==> config.mk <==
export PLATFORM = sky130hd
export DESIGN_NAME = sevseg_scan_ctrl
export DESIGN_NICKNAME = d
export VERILOG_FILES = /design/src/rtl/sevseg_pkg.sv /design/src/rtl/sevseg_prescaler.sv /design/src/rtl/sevseg_scan_ctrl.sv
export SDC_FILE = /design/constraint.sdc
export NUM_CORES = 1
export LEC_CHECK = 0
export CAP_MARGIN = 15
export CORE_MARGIN = 3
export CORE_UTILIZATION = 45
export CTS_CLUSTER_SIZE = 16
export DETAILED_ROUTE_END_ITERATION = 16
export GPL_TIMING_DRIVEN = 1
export PLACE_DENSITY = 0.66
export SYNTH_ARGS = -nofsm -noshare
export SYNTH_HDL_FRONTEND = slang
export SYNTH_HIERARCHICAL = 1
export SYNTH_SLANG_ARGS = --single-unit
==> constraint.sdc <==
create_clock -name clk -period 2.9 [get_ports clk]
set_input_delay 0.29 -clock clk [delete_from_list [all_inputs] [get_ports clk]]
set_output_delay 0.29 -clock clk [all_outputs]
set_load 0.1 [all_outputs]
==> src/rtl/sevseg_pkg.sv <==
// rtl/sevseg_pkg.sv - shared types and constants for the seven-segment scan controller
//
// Purpose: digit index type, digit count, anode code table and the
// leading-zero test used by the scan controller.
// Ports: none (package).

package sevseg_pkg;

    localparam int NUM_DIGITS = 4;

    typedef logic [1:0] digit_t;

    // Anode enables are active low; all-ones turns every digit off.
    localparam logic [3:0] AN_OFF = 4'b1111;

    // AN_CODE[d] drives only digit d low. Element 0 sits in the low nibble.
    localparam logic [NUM_DIGITS-1:0][3:0] AN_CODE = {
        4'b0111,    // digit 3
        4'b1011,    // digit 2
        4'b1101,    // digit 1
        4'b1110     // digit 0
    };

    // True when digit d and every digit to its left are zero. Digit 0 always
    // returns false, so a value of zero still shows a single "0".
    function automatic logic upper_zero(input logic [15:0] v, input digit_t d);
        case (d)
            2'd1:    upper_zero = (v[15:4] == 12'h000);
            2'd2:    upper_zero = (v[15:8] == 8'h00);
            2'd3:    upper_zero = (v[15:12] == 4'h0);
            default: upper_zero = 1'b0;
        endcase
    endfunction

endpackage

==> src/rtl/sevseg_prescaler.sv <==
// rtl/sevseg_prescaler.sv - digit-slot prescaler for the scan controller
//
// Purpose: counts 0..REFRESH_DIV-1 and wraps; tick marks the last cycle
// of each digit slot.
// Ports:
//   clk   in   system clock, rising edge
//   rst   in   synchronous active-high reset
//   tick  out  1 on the last cycle of a slot (every cycle if REFRESH_DIV=1)
//   cnt   out  current position inside the slot

module sevseg_prescaler #(
    parameter int REFRESH_DIV = 100000,
    parameter int CNT_W       = (REFRESH_DIV > 1) ? $clog2(REFRESH_DIV) : 1
) (
    input  logic             clk,
    input  logic             rst,
    output logic             tick,
    output logic [CNT_W-1:0] cnt
);

    localparam logic [CNT_W-1:0] LAST = CNT_W'(REFRESH_DIV - 1);

    assign tick = (cnt == LAST);

    always_ff @(posedge clk) begin
        if (rst) begin
            cnt <= '0;
        end else if (tick) begin
            cnt <= '0;
        end else begin
            cnt <= cnt + CNT_W'(1);
        end
    end

endmodule

==> src/rtl/sevseg_scan_ctrl.sv <==
// rtl/sevseg_scan_ctrl.sv - multiplexed refresh controller for a 4-digit display
//
// Purpose: holds a 16-bit value and scans it out one digit per slot, with
// per-slot blanking, optional leading-zero suppression and value updates
// applied only at frame boundaries.
// Ports:
//   clk         in   system clock, rising edge
//   rst         in   synchronous active-high reset
//   value_in    in   [15:0] value to display, digit 0 = value_in[3:0]
//   load        in   one-cycle strobe capturing value_in into the shadow
//   lz_en       in   1 = suppress leading zeros
//   sw          out  [1:0] current digit index for the segment encoder
//   num         out  [3:0] nibble for the current digit
//   an_n        out  [3:0] active-low anode enables
//   frame_done  out  one-cycle pulse at the start of each frame

module sevseg_scan_ctrl
    import sevseg_pkg::*;
#(
    parameter int REFRESH_DIV = 100000,
    parameter int BLANK_CYC   = 1000
) (
    input  logic        clk,
    input  logic        rst,
    input  logic [15:0] value_in,
    input  logic        load,
    input  logic        lz_en,
    output logic [1:0]  sw,
    output logic [3:0]  num,
    output logic [3:0]  an_n,
    output logic        frame_done
);

    localparam int          CNT_W     = (REFRESH_DIV > 1) ? $clog2(REFRESH_DIV) : 1;
    localparam logic [31:0] BLANK_LIM = 32'(BLANK_CYC);

    logic             tick;
    logic [CNT_W-1:0] cnt;
    logic [CNT_W-1:0] cnt_next;
    digit_t           digit;
    logic [15:0]      shadow;
    logic [15:0]      active;
    logic             pending;
    logic             wrap;
    logic             blank;

    sevseg_prescaler #(
        .REFRESH_DIV (REFRESH_DIV),
        .CNT_W       (CNT_W)
    ) u_prescaler (
        .clk  (clk),
        .rst  (rst),
        .tick (tick),
        .cnt  (cnt)
    );

    // Blanking looks at the count the slot is about to hold, so the
    // registered anodes line up with the cycles the prescaler is in.
    assign cnt_next = tick ? '0 : cnt + CNT_W'(1);

    assign wrap = tick && (digit == digit_t'(NUM_DIGITS - 1));

    always_ff @(posedge clk) begin
        if (rst) begin
            digit <= '0;
        end else if (tick) begin
            digit <= digit + 2'd1;
        end
    end

    // The commit on a wrap always takes the shadow as it was before this
    // edge; a load landing on the same edge stays pending for the next frame.
    always_ff @(posedge clk) begin
        if (rst) begin
            shadow  <= '0;
            active  <= '0;
            pending <= 1'b0;
        end else begin
            if (wrap && pending) begin
                active <= shadow;
            end
            if (load) begin
                shadow  <= value_in;
                pending <= 1'b1;
            end else if (wrap) begin
                pending <= 1'b0;
            end
        end
    end

    always_comb begin
        blank = 1'b0;
        if (32'(cnt_next) < BLANK_LIM) begin
            blank = 1'b1;
        end
        if (lz_en && upper_zero(active, digit)) begin
            blank = 1'b1;
        end
    end

    // num keeps carrying the nibble during blanking; only the anodes go off.
    always_ff @(posedge clk) begin
        if (rst) begin
            sw         <= '0;
            num        <= '0;
            an_n       <= AN_OFF;
            frame_done <= 1'b0;
        end else begin
            sw         <= digit;
            num        <= active[{digit, 2'b00} +: 4];
            an_n       <= blank ? AN_OFF : AN_CODE[digit];
            frame_done <= wrap;
        end
    end

endmodule

==> results.json, run 1 <==
{
  "drive_gt1_frac": 0.1204,
  "clockRootBuffer": "clkbuf_8",
  "synthTopCellsByArea": "dfxtp_1 47%, mux2i_1 6.7%, nor2_1 6.0%",
  "cp.required_ns": 3.12,
  "yosys.area_share.simple": 0.2367,
  "fin_crit_sh": 0.7847,
  "path_clk_slew_ns": 0.07,
  "path_cells": "ha_1, nand4_1, nor2_1, and3_1, nand3_1, nand2_1, a21oi_1",
  "cp_max_fo": 16,
  "insertion_delay_ns": 0.35,
  "drv_cap": 0,
  "hold_path.class": "register to register",
  "tightest_slew_ns": 0.6076,
  "syn-num-nets": 319,
  "cpLargestDelayFamily": "simple AND/OR/NAND/NOR gates",
  "post-cts-setup-buffer-count": 0,
  "post-synth-top-count-cell": "dfxtp_1",
  "final-instance-count-excl-fill": 396,
  "rsz0062_at_grt": "false",
  "p_int_w": 0.001436,
  "netlist_top_cells_count": "63 x dfxtp_1, 43 x nor2_1, 39 x nand2_1",
  "postSynthAreaPerCell_sq_um": 9.300,
  "setup_viol": 0,
  "min_period_ns": 2.276,
  "fin_util": 0.5701,
  "p_switching_w": 0.0004091,
  "cp_slowest_cell": "nand3_1",
  "cts.sinks": 63,
  "endpoint_kind": "register",
  "p_seq_frac": 0.485,
  "nFillCells": 526,
  "slew_headroom": 0.5938,
  "die_h_microns": 83.55,
  "drtIter0Drc": 124,
  "gp_congestion": 0.8124,
  "grt_first_pass_wirelength_microns": 9121,
  "grt_max_degree": 44,
  "routedWlPerCell_microns": 13.26,
  "yosysWarningCount": 6,
  "yosysSeqAreaShare": 0.4660,
  "area_delta_synth_final_pct": 19.56,
  "synth_adder_area_share": 0.03699,
  "start_util": 0.4769,
  "htree_levels": 3,
  "pwr-share-clk": 0.473,
  "grt_pass1_vias": 1960,
  "die_area_sq_um": 6981,
  "rows": 27,
  "drv_slew": 0,
  "critPathBufInv": 0,
  "syn-cell-area_sq_um": 2706,
  "ant_nets": 0,
  "setup-tns-final_ns": 0,
  "cts_made_buffers": 9,
  "postSynthCellCount": 291,
  "synth_mux_area_frac": 0.09986,
  "port_buffers": 30,
  "p_sw_frac": 0.2217,
  "dp_cells": 380,
  "setup.worst_path.class": "register to register",
  "synth_ff_type": "dfxtp_1",
  "via_per_inst": 5.217,
  "drtPass1Iterations": 5,
  "die-width_microns": 83.55,
  "power_frac_comb": 0.042,
  "cts_buffer_depth": 2,
  "cts_tree": "done",
  "hold_viol_final": 0,
  "fin_skew_ns": 0.005986,
  "synth_top_family_by_area": "simple AND/OR/NAND/NOR gates",
  "ir_worst_vdd_mv": 0.3363,
  "ys_types": 37,
  "cpPeakStageDelay_ns": 0.49,
  "max_freq_mhz": 439.5,
  "drt-total-wl_microns": 5249,
  "place_ws_ns": 0.6276,
  "layout_setup_ws_ns": 0.6245,
  "top_level_ports": 31,
  "critPathArrivalTime_ns": 2.50,
  "core_area_sq_um": 5675,
  "synth_top_area_share": 0.4660,
  "cts-resized-gates": 0,
  "holdWs_ns": 0.4519,
  "ctsHoldBuffers": 0,
  "dr_total_vias": 2066,
  "power.static_leakage_nw": 1.225,
  "drc": 0,
  "synth-edff-count": 0,
  "grt_overflow": 0,
  "outcome": "completed",
  "dp_hpwl_microns": 3561,
  "finalNetCount": 347,
  "antenna_found_initial": 0,
  "yosys.area.top_type": "dfxtp_1",
  "synth_compound_area_frac": 0.07721,
  "grt_usage": 0.1626,
  "synthXorXnorAreaFrac": 0.04854,
  "synthArstFlopShare": 0,
  "synth-seq-cells": 63,
  "p_per_area_nw_per_um2": 570.3,
  "start_kind": "register",
  "diodes": 0
}
final timing paths:
check | start | end | slack (ns) | cells after the start
setup / recovery | u_prescaler/cnt[0] | active[11] | 0.62 | 7
hold / removal | shadow[12] | active[12] | 0.45 | 2
setup reg to reg | u_prescaler/cnt[0] | active[11] | 0.62 | 7
hold reg to reg | shadow[12] | active[12] | 0.45 | 2
per-layer routing:
layer | wire length (microns) | vias up | GRT usage
li1 | - | 1074 | -
met1 | 2644 | 946 | 0.2093
met2 | 2322 | 42 | 0.2485
met3 | 235 | 4 | 0.06614
met4 | 46 | 0 | 0.05263
met5 | 0 | - | 0
power by group through the flow:
stage | clock, W | sequential, W | combinational (W)
2_1_floorplan | 0 | 0.000912 | 0.0000457
3_3_place_gp | 0 | 0.000914 | 0.0000772
3_5_place_dp | 0 | 0.000914 | 0.0000777
4_1_cts | 0.000895 | 0.000895 | 0.0000788
5_1_grt | 0.000941 | 0.000897 | 0.0000859
6_report | 0.000873 | 0.000895 | 0.0000774
layout make-up:
class / instances / area (sq um) / area share
Clock buffer: 10 / 137.6 / 0.04254
Clock inverter: 6 / 92.59 / 0.02862
Inverter: 4 / 15.01 / 0.004640
Multi-Input combinational cell: 209 / 1351 / 0.4176
Sequential cell: 63 / 1261 / 0.3898
Tap cell: 72 / 90.09 / 0.02784
Timing Repair Buffer: 32 / 287.8 / 0.08894
cell usage in the layout (no fill, tap or decap), types with 2 or more instances in the layout:
cell	instances
or4_1	3
and3_1	5
mux2i_1	18
nand3_1	7
nor2b_1	5
clkdlybuf4s50_1	19
nor3_1	5
o31ai_1	3
clkinvlp_4	2
xnor2_1	10
o21ai_0	2
and4_1	3
dfxtp_1	63
mux4_2	4
o211ai_1	3
ha_1	8
inv_1	4
xor2_1	5
clkbuf_8	10
bufinv_16	2
buf_4	13
nor2_1	43
a21oi_1	21
nand2_1	39
nand4_1	7
nor4_1	5
worst min-delay path, delay by kind of cell, from the launching register on:
kind / cells / cell delay (ns)
compound gates: 1 / 0.05
flops: 1 / 0.31
simple gates: 1 / 0.05
stage by stage:
stage                     total power, W  cell area (sq um)
after floorplan                0.0009573               2706
after global placement         0.0009914               3005
after detailed placement       0.0009921               3005
after CTS                       0.001869               3236
after global routing            0.001924               3236
final                           0.001845               3236
cell families after synthesis:
kind of cell	after synthesis
AO/OA/AOI/OAI	34
XOR/XNOR	15
adder cells (fa/ha/maj)	8
buffers and inverters	19
flip-flops	63
multiplexers	22
AND/OR/NAND/NOR	130
registers in the layout (all words and copies together) (netlist names):
name and count:
sw 2, pending 1, shadow 16, u_prescaler/cnt 17
active 16, num 4, digit 2, frame_done 1
an_n 4
Power figures use the tool's default switching activity.
==> run 2, diff against run 1 <==
==> constraint.sdc (replaced) <==
create_clock -name clk -period 2.3 [get_ports clk]
set_input_delay 0.23 -clock clk [delete_from_list [all_inputs] [get_ports clk]]
set_output_delay 0.23 -clock clk [all_outputs]
set_load 0.1 [all_outputs]
==> results.json, run 2 (synthesis gave the netlist of run 1 again) <==
{
  "outcome": "completed",
  "area_delta_synth_final_pct": 20.99,
  "via_per_inst": 5.204,
  "power.static_leakage_nw": 1.250,
  "max_freq_mhz": 471.4,
  "pwr-share-clk": 0.470,
  "setup-tns-final_ns": 0,
  "diodes": 0,
  "gp_congestion": 0.7741,
  "critPathBufInv": 1,
  "drt-total-wl_microns": 5340,
  "holdWs_ns": 0.4507,
  "die_h_microns": 83.55,
  "ctsHoldBuffers": 0,
  "ir_worst_vdd_mv": 0.3999,
  "place_ws_ns": 0.1947,
  "final-instance-count-excl-fill": 401,
  "ant_nets": 0,
  "nFillCells": 505,
  "rsz0062_at_grt": "false",
  "setup.worst_path.class": "register to register",
  "drv_cap": 0,
  "largest_reg_flops": 17,
  "slew_headroom": 0.7475,
  "core_area_sq_um": 5675,
  "p_int_w": 0.001812,
  "antenna_found_initial": 0,
  "top_level_ports": 31,
  "layout_commonest_cell": "dfxtp_1",
  "drtPass1Iterations": 4,
  "port_buffers": 30,
  "grt_pass1_vias": 1937,
  "start_util": 0.4769,
  "power_frac_comb": 0.043,
  "finalNetCount": 352,
  "dp_cells": 385,
  "rows": 27,
  "insertion_delay_ns": 0.34,
  "drc": 0,
  "layout_setup_ws_ns": 0.1788,
  "die-width_microns": 83.55,
  "cp_slowest_cell": "dfxtp_1",
  "start_kind": "register",
  "cts_buffer_depth": 2,
  "drv_slew": 0,
  "cts_tree": "done",
  "dpl_cell_area_sq_um": 3043,
  "dr_total_vias": 2087,
  "cp.required_ns": 2.56,
  "p_seq_frac": 0.488,
  "final_cell_mix": "63 x dfxtp_1, 43 x nor2_1, 39 x nand2_1",
  "final_area_sq_um": 3274,
  "dp_hpwl_microns": 3683,
  "cts.sinks": 63,
  "drtIter0Drc": 154,
  "min_period_ns": 2.121,
  "reg_top3": "u_prescaler/cnt: 17 flops, active: 16 flops, shadow: 16 flops",
  "hold_path.class": "register to register",
  "cts_made_buffers": 9,
  "drive_gt1_frac": 0.1368,
  "endpoint_kind": "register",
  "tightest_slew_ns": 0.3788,
  "grt_usage": 0.1642,
  "rrSetupSlack_ns": 0.18,
  "grt_first_pass_wirelength_microns": 9294,
  "routedWlPerCell_microns": 13.32,
  "cpLargestDelayFamily": "simple AND/OR/NAND/NOR gates",
  "fin_skew_ns": 0.007649,
  "htree_levels": 3,
  "die_area_sq_um": 6981,
  "p_switching_w": 0.0005021,
  "cp_max_fo": 9,
  "path_clk_slew_ns": 0.07,
  "clockRootBuffer": "clkbuf_8",
  "largest-register": "u_prescaler/cnt",
  "p_per_area_nw_per_um2": 706.8,
  "fin_crit_sh": 0.9223,
  "setup_viol": 0,
  "grt_max_degree": 23,
  "cpPeakStageDelay_ns": 0.54,
  "grt_overflow": 0,
  "critPathArrivalTime_ns": 2.38,
  "p_sw_frac": 0.2169,
  "path_cells": "inv_1, ha_1, or4b_1, nor3_1, o21ai_0, o211ai_1",
  "hold_viol_final": 0
}
[run 2: worst paths after layout]
| check | startpoint | endpoint | depth (start not counted) |
|---|---|---|---|
| worst max register to register | digit[1] | an_n[2] | 6 |
| worst min-delay path | shadow[12] | active[12] | 2 |
| worst min register to register | shadow[12] | active[12] | 2 |
| worst max-delay path | digit[1] | an_n[2] | 6 |
[run 2: power by group through the flow]
stage	registers [W]	logic, W	clock network [W]
after detailed placement	0.00115	0.0000992	0
after global placement	0.00115	0.0000981	0
after CTS	0.00113	0.0000999	0.00111
final	0.00113	0.0000987	0.00109
after floorplan	0.00115	0.0000576	0
after global routing	0.00113	0.000109	0.00118
[run 2: final cells by class]
class,count,area (sq um),share of cell area
clock buffer,10,137.6,0.04203
sequential,63,1261,0.3852
inverter,4,15.01,0.004585
multi-input combinational,209,1353,0.4131
timing repair buffer,37,325.3,0.09935
clock inverter,6,92.59,0.02828
tap,72,90.09,0.02751
[run 2: stage by stage]
| step | util | power, W |
|---|---|---|
| 2_1_floorplan | - | 0.001207 |
| 3_3_place_gp | 0.5362 | 0.001252 |
| 3_5_place_dp | 0.5362 | 0.001253 |
| 4_1_cts | 0.5767 | 0.002340 |
| 5_1_grt | 0.5769 | 0.002418 |
| 6_report | 0.5769 | 0.002314 |
[run 2: worst register-to-register path: stages (launching register included)]
cell      delay, ns
dfxtp_1        0.54
inv_1          0.19
ha_1           0.23
or4b_1         0.47
nor3_1         0.24
o21ai_0        0.22
o211ai_1       0.15
[run 2: metal layers]
layer / GRT usage / wire [microns]
met5: 0 / 0
met4: 0.08772 / 114
met3: 0.03949 / 194
met2: 0.2354 / 2255
met1: 0.2271 / 2774
[run 2: timing repair]
item                                    in CTS  in global routing
endpoints found under the setup margin       0                  3
hold endpoints to repair                     0                  0
setup buffers                                0                  0
resized for setup                            0                  1
==> run 3, diff against run 2 <==
--- a/config.mk
+++ b/config.mk
@@ -11,7 +11,9 @@
 export CTS_CLUSTER_SIZE = 16
 export DETAILED_ROUTE_END_ITERATION = 16
 export GPL_TIMING_DRIVEN = 1
+export MAX_ROUTING_LAYER = met4
 export PLACE_DENSITY = 0.66
+export SLEW_MARGIN = 20
 export SYNTH_ARGS = -nofsm -noshare
 export SYNTH_HDL_FRONTEND = slang
 export SYNTH_HIERARCHICAL = 1
==> results.json, run 3 (synthesis gave the netlist of run 1 again) <==
{
  "outcome": "completed",
  "cts_tree": "done",
  "grt_max_degree": 23,
  "drive_gt1_frac": 0.1368,
  "setup_viol": 0,
  "hold_viol_final": 0,
  "grt_pass1_vias": 1938,
  "via_per_inst": 5.204,
  "fin_skew_ns": 0.007652,
  "drtIter0Drc": 155,
  "port_buffers": 30,
  "crit-reg2reg-launch": "digit[1]",
  "start_kind": "register",
  "cts_made_buffers": 9,
  "ir_worst_vdd_mv": 0.3999,
  "largest_reg_flops": 17,
  "start_util": 0.4769,
  "core_area_sq_um": 5675,
  "largest-register": "u_prescaler/cnt",
  "worstHoldPathCells": 2,
  "rr_endpoint": "an_n[2]",
  "area_delta_synth_final_pct": 20.99,
  "rows": 27,
  "cts.sinks": 63,
  "final_cell_mix": "63 x dfxtp_1, 43 x nor2_1, 39 x nand2_1",
  "critPathArrivalTime_ns": 2.38,
  "tightest_slew_ns": 0.3788,
  "gp_congestion": 0.7847,
  "nFillCells": 505,
  "fin_crit_sh": 0.9223,
  "drv_cap": 0,
  "min_from": "shadow[12]",
  "max_freq_mhz": 471.4,
  "die-width_microns": 83.55,
  "cts_buffer_depth": 2,
  "grt_overflow": 0,
  "drv_slew": 0,
  "rrSetupSlack_ns": 0.18,
  "slew_headroom": 0.7475,
  "ctsHoldBuffers": 0,
  "antenna_found_initial": 0,
  "drc": 0,
  "grt_first_pass_wirelength_microns": 9287,
  "path_clk_slew_ns": 0.07,
  "min_period_ns": 2.121,
  "die_area_sq_um": 6981,
  "clockRootBuffer": "clkbuf_8",
  "insertion_delay_ns": 0.34,
  "reg2reg_depth": 6,
  "rsz0062_at_grt": "false",
  "ant_nets": 0,
  "power.static_leakage_nw": 1.250,
  "diodes": 0,
  "cp_max_fo": 9,
  "drtPass1Iterations": 4,
  "reg_top3": "u_prescaler/cnt: 17 flops, active: 16 flops, shadow: 16 flops",
  "finalNetCount": 352,
  "drt-total-wl_microns": 5340,
  "setup.worst_path.class": "register to register",
  "hold_path.class": "register to register",
  "cp.required_ns": 2.56,
  "p_per_area_nw_per_um2": 706.8,
  "dr_total_vias": 2087,
  "routedWlPerCell_microns": 13.32,
  "top_level_ports": 31,
  "timing.hold.worst_endpoint": "active[12]",
  "htree_levels": 3,
  "die_h_microns": 83.55,
  "holdWs_ns": 0.4507,
  "grt_usage": 0.1688,
  "endpoint_kind": "register",
  "layout_commonest_cell": "dfxtp_1",
  "setup-tns-final_ns": 0,
  "dp_hpwl_microns": 3683
}
==> run 3: cell counts in the layout (fill, tap and decap cells not counted) <==
No cell type changed its count.
==> run 3: routing by layer <==
metal,vias to the layer above,global-route usage,share of wire
li1,1085,-,-
met5,-,-,0
met1,956,0.2283,0.52
met4,0,0.08772,0.022
met3,11,0.03751,0.034
met2,35,0.2354,0.42
==> run 3: worst max-delay path, stage by stage, from the launching register on <==
cell and delay, ns:
dfxtp_1 0.54, inv_1 0.19, ha_1 0.23, or4b_1 0.47, nor3_1 0.24, o21ai_0 0.22
o211ai_1 0.15
==> run 3: worst max-delay path by stage <==
stage,slack (ns),endpoint,start,cells after the start
after CTS,0.16,an_n[2],digit[1],6
final,0.18,an_n[2],digit[1],6
after detailed placement,0.19,an_n[2],digit[1],6
after global routing,0.003,an_n[2],digit[1],6
after global placement,0.27,an_n[2],digit[1],6
after floorplan,0.33,active[10],u_prescaler/cnt[0],10
==> run 3: repair_timing <==
action                     in CTS  in global routing
resized for setup               0                  1
setup endpoints to repair       0                  3
buffers inserted                0                  0
==> run 3: report_power, final <==
group	leakage [nW]	switching [W]	internal, W	total, W
clock	0.109	0.000443	0.000645	0.00109
sequential	0.512	0.0000158	0.00111	0.00113
combinational	0.629	0.0000439	0.0000548	0.0000987
==> run 3: final cells by class <==
type,instances,area (sq um),share of cell area
Inverter,4,15.01,0.004585
Multi-Input combinational cell,209,1353,0.4131
Clock inverter,6,92.59,0.02828
Clock buffer,10,137.6,0.04203
Timing Repair Buffer,37,325.3,0.09935
Tap cell,72,90.09,0.02751
Sequential cell,63,1261,0.3852
==> run 3: stage by stage <==
| step | instances | power [W] | setup WS (ns) | util | cell area (sq um) |
|---|---|---|---|---|---|
| after floorplan | 291 | 0.001207 | 0.3281 | - | 2706 |
| after global placement | 385 | 0.001252 | 0.2728 | 0.5362 | 3043 |
| after detailed placement | 385 | 0.001253 | 0.1947 | 0.5362 | 3043 |
| after CTS | 401 | 0.002340 | 0.1643 | 0.5767 | 3273 |
| after global routing | 401 | 0.002418 | 0.002896 | 0.5769 | 3274 |
| final | 401 | 0.002314 | 0.1787 | 0.5769 | 3274 |
